**src/rtl/ps2_kbd_rx.sv**
```systemverilog
// PS/2 keyboard receiver: synchronizes the PS/2 lines, deframes 11-bit frames and writes good scan codes to KBUF.
// Optional macro PS2_BREAK_FILTER_EN drops break codes (0xF0 and the byte that follows it).

`ifndef SFR_OP_LEN
`define SFR_OP_LEN 4
`endif
`ifndef OP_KBUF_WR_BYTE
`define OP_KBUF_WR_BYTE 4'd1
`endif

module ps2_kbd_rx #(
   parameter int TIMEOUT_CYC = 5000
) (
   input  logic                   i_clk,
   input  logic                   i_rst,
   input  logic                   i_ps2_clk,
   input  logic                   i_ps2_data,
   output logic [7:0]             o_byte,
   output logic [`SFR_OP_LEN-1:0] o_op,
   output logic                   o_err,
   output logic [1:0]             o_state
);

   localparam int TW = $clog2(TIMEOUT_CYC + 1);
   localparam logic [TW-1:0] TO_LAST = TW'(TIMEOUT_CYC - 1);
   localparam logic [`SFR_OP_LEN-1:0] OP_WR = `OP_KBUF_WR_BYTE;

   // o_state encoding: IDLE=0, DATA=1, PARITY=2, STOP=3
   typedef enum logic [1:0] {
      IDLE   = 2'd0,
      DATA   = 2'd1,
      PARITY = 2'd2,
      STOP   = 2'd3
   } state_t;

   logic clk_s1_q, clk_s2_q, clk_s3_q;
   logic dat_s1_q, dat_s2_q, dat_s3_q;
   logic fall_q, fall_d;

   state_t                 state_q, state_d;
   logic [2:0]             cnt_q, cnt_d;
   logic [TW-1:0]          to_q, to_d;
   logic [7:0]             shift_q, shift_d;
   logic                   par_q, par_d;
   logic [7:0]             byte_q, byte_d;
   logic [`SFR_OP_LEN-1:0] op_q, op_d;
   logic                   err_q, err_d;
`ifdef PS2_BREAK_FILTER_EN
   logic                   brk_q, brk_d;
`endif

   // fall_q is the registered edge strobe; dat_s3_q keeps data aligned with it.
   assign fall_d = clk_s3_q & ~clk_s2_q;

   always_ff @(posedge i_clk or negedge i_rst) begin
      if (!i_rst) begin
         clk_s1_q <= 1'b1;
         clk_s2_q <= 1'b1;
         clk_s3_q <= 1'b1;
         dat_s1_q <= 1'b1;
         dat_s2_q <= 1'b1;
         dat_s3_q <= 1'b1;
         fall_q   <= 1'b0;
      end else begin
         clk_s1_q <= i_ps2_clk;
         clk_s2_q <= clk_s1_q;
         clk_s3_q <= clk_s2_q;
         dat_s1_q <= i_ps2_data;
         dat_s2_q <= dat_s1_q;
         dat_s3_q <= dat_s2_q;
         fall_q   <= fall_d;
      end
   end

   always_ff @(posedge i_clk or negedge i_rst) begin
      if (!i_rst) begin
         state_q <= IDLE;
         cnt_q   <= 3'd0;
         to_q    <= '0;
         shift_q <= 8'h00;
         par_q   <= 1'b0;
         byte_q  <= 8'h00;
         op_q    <= '0;
         err_q   <= 1'b0;
`ifdef PS2_BREAK_FILTER_EN
         brk_q   <= 1'b0;
`endif
      end else begin
         state_q <= state_d;
         cnt_q   <= cnt_d;
         to_q    <= to_d;
         shift_q <= shift_d;
         par_q   <= par_d;
         byte_q  <= byte_d;
         op_q    <= op_d;
         err_q   <= err_d;
`ifdef PS2_BREAK_FILTER_EN
         brk_q   <= brk_d;
`endif
      end
   end

   always_comb begin
      state_d = state_q;
      cnt_d   = cnt_q;
      to_d    = to_q;
      shift_d = shift_q;
      par_d   = par_q;
      byte_d  = byte_q;
      op_d    = '0;
      err_d   = 1'b0;
`ifdef PS2_BREAK_FILTER_EN
      brk_d   = brk_q;
`endif

      case (state_q)
         IDLE: begin
            if (fall_q && !dat_s3_q) begin
               state_d = DATA;
               cnt_d   = 3'd0;
            end
         end
         DATA: begin
            if (fall_q) begin
               shift_d = {dat_s3_q, shift_q[7:1]};
               cnt_d   = cnt_q + 3'd1;
               if (cnt_q == 3'd7) state_d = PARITY;
            end
         end
         PARITY: begin
            if (fall_q) begin
               par_d   = dat_s3_q;
               state_d = STOP;
            end
         end
         STOP: begin
            if (fall_q) begin
               state_d = IDLE;
               if (dat_s3_q && (^{shift_q, par_q})) begin
`ifdef PS2_BREAK_FILTER_EN
                  if (brk_q) begin
                     brk_d = 1'b0;
                  end else if (shift_q == 8'hF0) begin
                     brk_d = 1'b1;
                  end else begin
                     byte_d = shift_q;
                     op_d   = OP_WR;
                  end
`else
                  byte_d = shift_q;
                  op_d   = OP_WR;
`endif
               end else begin
                  err_d = 1'b1;
               end
            end
         end
         default: state_d = IDLE;
      endcase

      // Watchdog runs only mid-frame; a PS/2 edge restarts it.
      if (state_q == IDLE) begin
         to_d = '0;
      end else if (fall_q) begin
         to_d = '0;
      end else if (to_q == TO_LAST) begin
         state_d = IDLE;
         err_d   = 1'b1;
         to_d    = '0;
      end else if (to_q != '1) begin
         to_d = to_q + 1'b1;
      end
   end

   assign o_byte  = byte_q;
   assign o_op    = op_q;
   assign o_err   = err_q;
   assign o_state = state_q;

endmodule

```
**config.mk**
```make
export PLATFORM = sky130hd
export DESIGN_NAME = ps2_kbd_rx
export DESIGN_NICKNAME = d
export VERILOG_FILES = /design/src/rtl/ps2_kbd_rx.sv
export SDC_FILE = /design/constraint.sdc
export NUM_CORES = 1
export LEC_CHECK = 0
export BUFFER_PORTS_ARGS = -buffer_cell sky130_fd_sc_hd__buf_2
export CAP_MARGIN = 20
export CORE_MARGIN = 2
export CORE_UTILIZATION = 55
export DETAILED_ROUTE_END_ITERATION = 8
export PLACE_DENSITY_LB_ADDON = 0.12
export SYNTH_ARGS = -nofsm -noshare
export SYNTH_HDL_FRONTEND = slang
export SYNTH_SLANG_ARGS = --single-unit
```
**constraint.sdc**
```tcl
create_clock -name i_clk -period 3.15 [get_ports i_clk]
set_input_delay 0.7875 -clock i_clk [delete_from_list [all_inputs] [get_ports i_clk]]
set_output_delay 0.7875 -clock i_clk [all_outputs]
set_load 0.05 [all_outputs]
```
==> impl_metrics.tcl <==
set metrics [dict create \
    cts_tree "built" \
    path_max_fanout 13 \
    synth-edff-count 0 \
    pre_cts_ws_ns 1.10 \
    ff2ff_path_depth 5 \
    status "finished, final reports clean" \
    end_kind "output pin" \
    synth.ff_latch_count 44 \
    layout-drive-gt1-share 0.257 \
    skew_ns 0.0146 \
    syn_inst 163 \
    cts.htree.levels 2 \
    relSlewSlack 0.382 \
    syn_area_sq_um 1980 \
    drc 0 \
    path_class "reg -> out" \
    place_congestion 0.848 \
    grt_pass1_vias 1216 \
    p_total_uw 1590 \
    post-cts-setup-buffers 0 \
    grt_usage 0.178 \
    ys_seq_area_frac 0.559 \
    drtIter0Drc 36 \
    die_area_sq_um 4100 \
    path_buf_inv 1 \
    coreArea_sq_um 3390 \
    dieWidth_microns 64.1 \
    hold_class "reg -> reg" \
    clk-insertion-delay-late_ns 0.34 \
    crit_path_max_incr_delay_ns 0.59 \
    std_cell_rows 21 \
    grt_overflow 0 \
    ios 19 \
    yosysTopAreaCell "dfrtp_1" \
    rsz0062_at_grt "false" \
    worst_slew_pin_slew_ns 0.927 \
    grt_pass1_wl_microns 5620 \
    min_path_cells 0 \
    yosysWarnings 0 \
    crit_slowest_cell "dfrtp_1" \
    n_fill_cell 271 \
    worstPathCellList "buf_2" \
    grt_max_degree 45 \
    viasPerCell 5.41 \
    finalCriticalPeriod_ns 2.06 \
    postRouteAntennaNets 0 \
    final_cell_mix "dfrtp_1 (38), nor2_1 (18), buf_2 (15)" \
    finalSetupTns_ns 0 \
    final_common_cell "dfrtp_1" \
    cts_root_buf "clkbuf_4" \
    synth.distinct_cells 37 \
    path_depth 1 \
    portBuffers 15 \
    num_antenna_cells 0 \
    synth.avg_cell_area_sq_um 12.2 \
    critPathLaunchType "register" \
    ctsLongestPathBuffers 2 \
    vias 1240 \
    synth_top_cell_area_share 0.479 \
    p_leak_uw 0.00104 \
    cts_made_buffers 5 \
    period_share 0.653 \
    ir_drop_mv 0.379 \
    hold_buffers 0 \
    ys_top_cells_by_area "dfrtp_1 (48%), dfstp_2 (7.9%), mux2_4 (6.1%), mux2_2 (4.5%), nor2_1 (3.4%)" \
    nNetsFinal 189 \
    first_pass_iters 4 \
    cp.required_ns 2.36 \
    finalHoldViolations 0 \
    layout_setup_ws_ns 1.09 \
    synth-main-ff-cell "dfrtp_1" \
    setup_viol 0 \
    hpwl_microns 2200 \
    maxCapViolCount 0 \
    avgRoutedWirePerCell_microns 13.5 \
    cts.sinks 44 \
    cts-resized-gates 0 \
    start_util 0.585 \
    finalWirelength_microns 3080 \
    syn2layout_area_growth_pct 10.1 \
    path_clk_slew_ns 0.13 \
    dieHeight_microns 64.1 \
    cp.arrival_ns 1.27 \
    p_per_area_nw_per_um2 729 \
    synthArstFlopShare 1.00 \
    drv_slew 0 \
    cp_top_family "flip-flops" \
    antenna_found_initial 0 \
    clock.fmax_mhz 486 \
]
[metal layers]
metal  global-route usage  vias to the layer above  wire length (microns)  part of all wire
li1                     -                      604                      -                 -
met5                    0                        -                      0                 0
met2                0.294                       20                   1540              0.50
met1                0.225                      611                   1390              0.45
met4               0.0652                        0                     41             0.013
met3               0.0475                        5                    106             0.034
[Yosys cell counts (all sizes together) (3+ instances only)]
library cell	instances
nand2b	3
ha	3
o21ai	9
dfstp	6
buf	5
nand3	3
xor2	7
xnor2	6
nand2	12
mux2	16
a21oi	4
dfrtp	38
inv	3
nand4	5
nor2	18
[final timing paths]
path                            start          to  slack (ns)
hold / removal               dat_s2_q    dat_s3_q        0.35
setup reg to reg           shift_q[1]   o_byte[1]        1.11
hold reg to reg              dat_s2_q    dat_s3_q        0.35
setup / recovery           o_state[0]  o_state[0]        1.09
min in group asynchronous       i_rst    cnt_q[0]        0.56
max in group asynchronous       i_rst     to_q[2]        1.99
[through the flow]
| step | hold slack (ns) | cells | util | area [sq um] |
|---|---|---|---|---|
| 5_1_grt | 0.367 | 229 | 0.645 | 2180 |
| 3_5_place_dp | 0.349 | 221 | 0.616 | 2090 |
| 2_1_floorplan | 0.345 | 165 | - | 1990 |
| 4_1_cts | 0.361 | 229 | 0.645 | 2180 |
| 3_3_place_gp | 0.346 | 221 | 0.616 | 2090 |
| 6_report | 0.350 | 229 | 0.645 | 2180 |
[report_power, final]
part / internal (uW) / total [uW] / switching [uW]
sequential: 665 / 782 / 117
combinational: 227 / 431 / 204
clock: 211 / 380 / 169
[sequential cells by signal, summed over array words and instances, names as in the netlist]
name and cells:
clk_s1_q 1, clk_s2_q 1, clk_s3_q 1, cnt_q 3, dat_s1_q 1, dat_s2_q 1, dat_s3_q 1, fall_q 1
o_byte 8, o_err 1, o_op 1, o_state 2, par_q 1, shift_q 8, to_q 13
[kinds of logic after synthesis]
kind of cell | share of synthesized area
AO/OA/AOI/OAI | 0.0725
XOR/XNOR | 0.0801
adder cells (fa/ha/maj) | 0.0189
buffers and inverters | 0.0271
flip-flops | 0.559
multiplexers | 0.111
other | 0.00189
AND/OR/NAND/NOR | 0.130
[area by class of cell]
cell class / count / area, sq um / share of cell area
Sequential cell: 44 / 1110 / 0.507
Multi-Input combinational cell: 112 / 830 / 0.380
Timing Repair Buffer: 16 / 82.6 / 0.0378
Clock buffer: 7 / 65.1 / 0.0298
Tap cell: 46 / 57.6 / 0.0263
Clock inverter: 1 / 30.0 / 0.0137
Inverter: 3 / 11.3 / 0.00515
No activity file was read; power rests on OpenSTA's default activity.
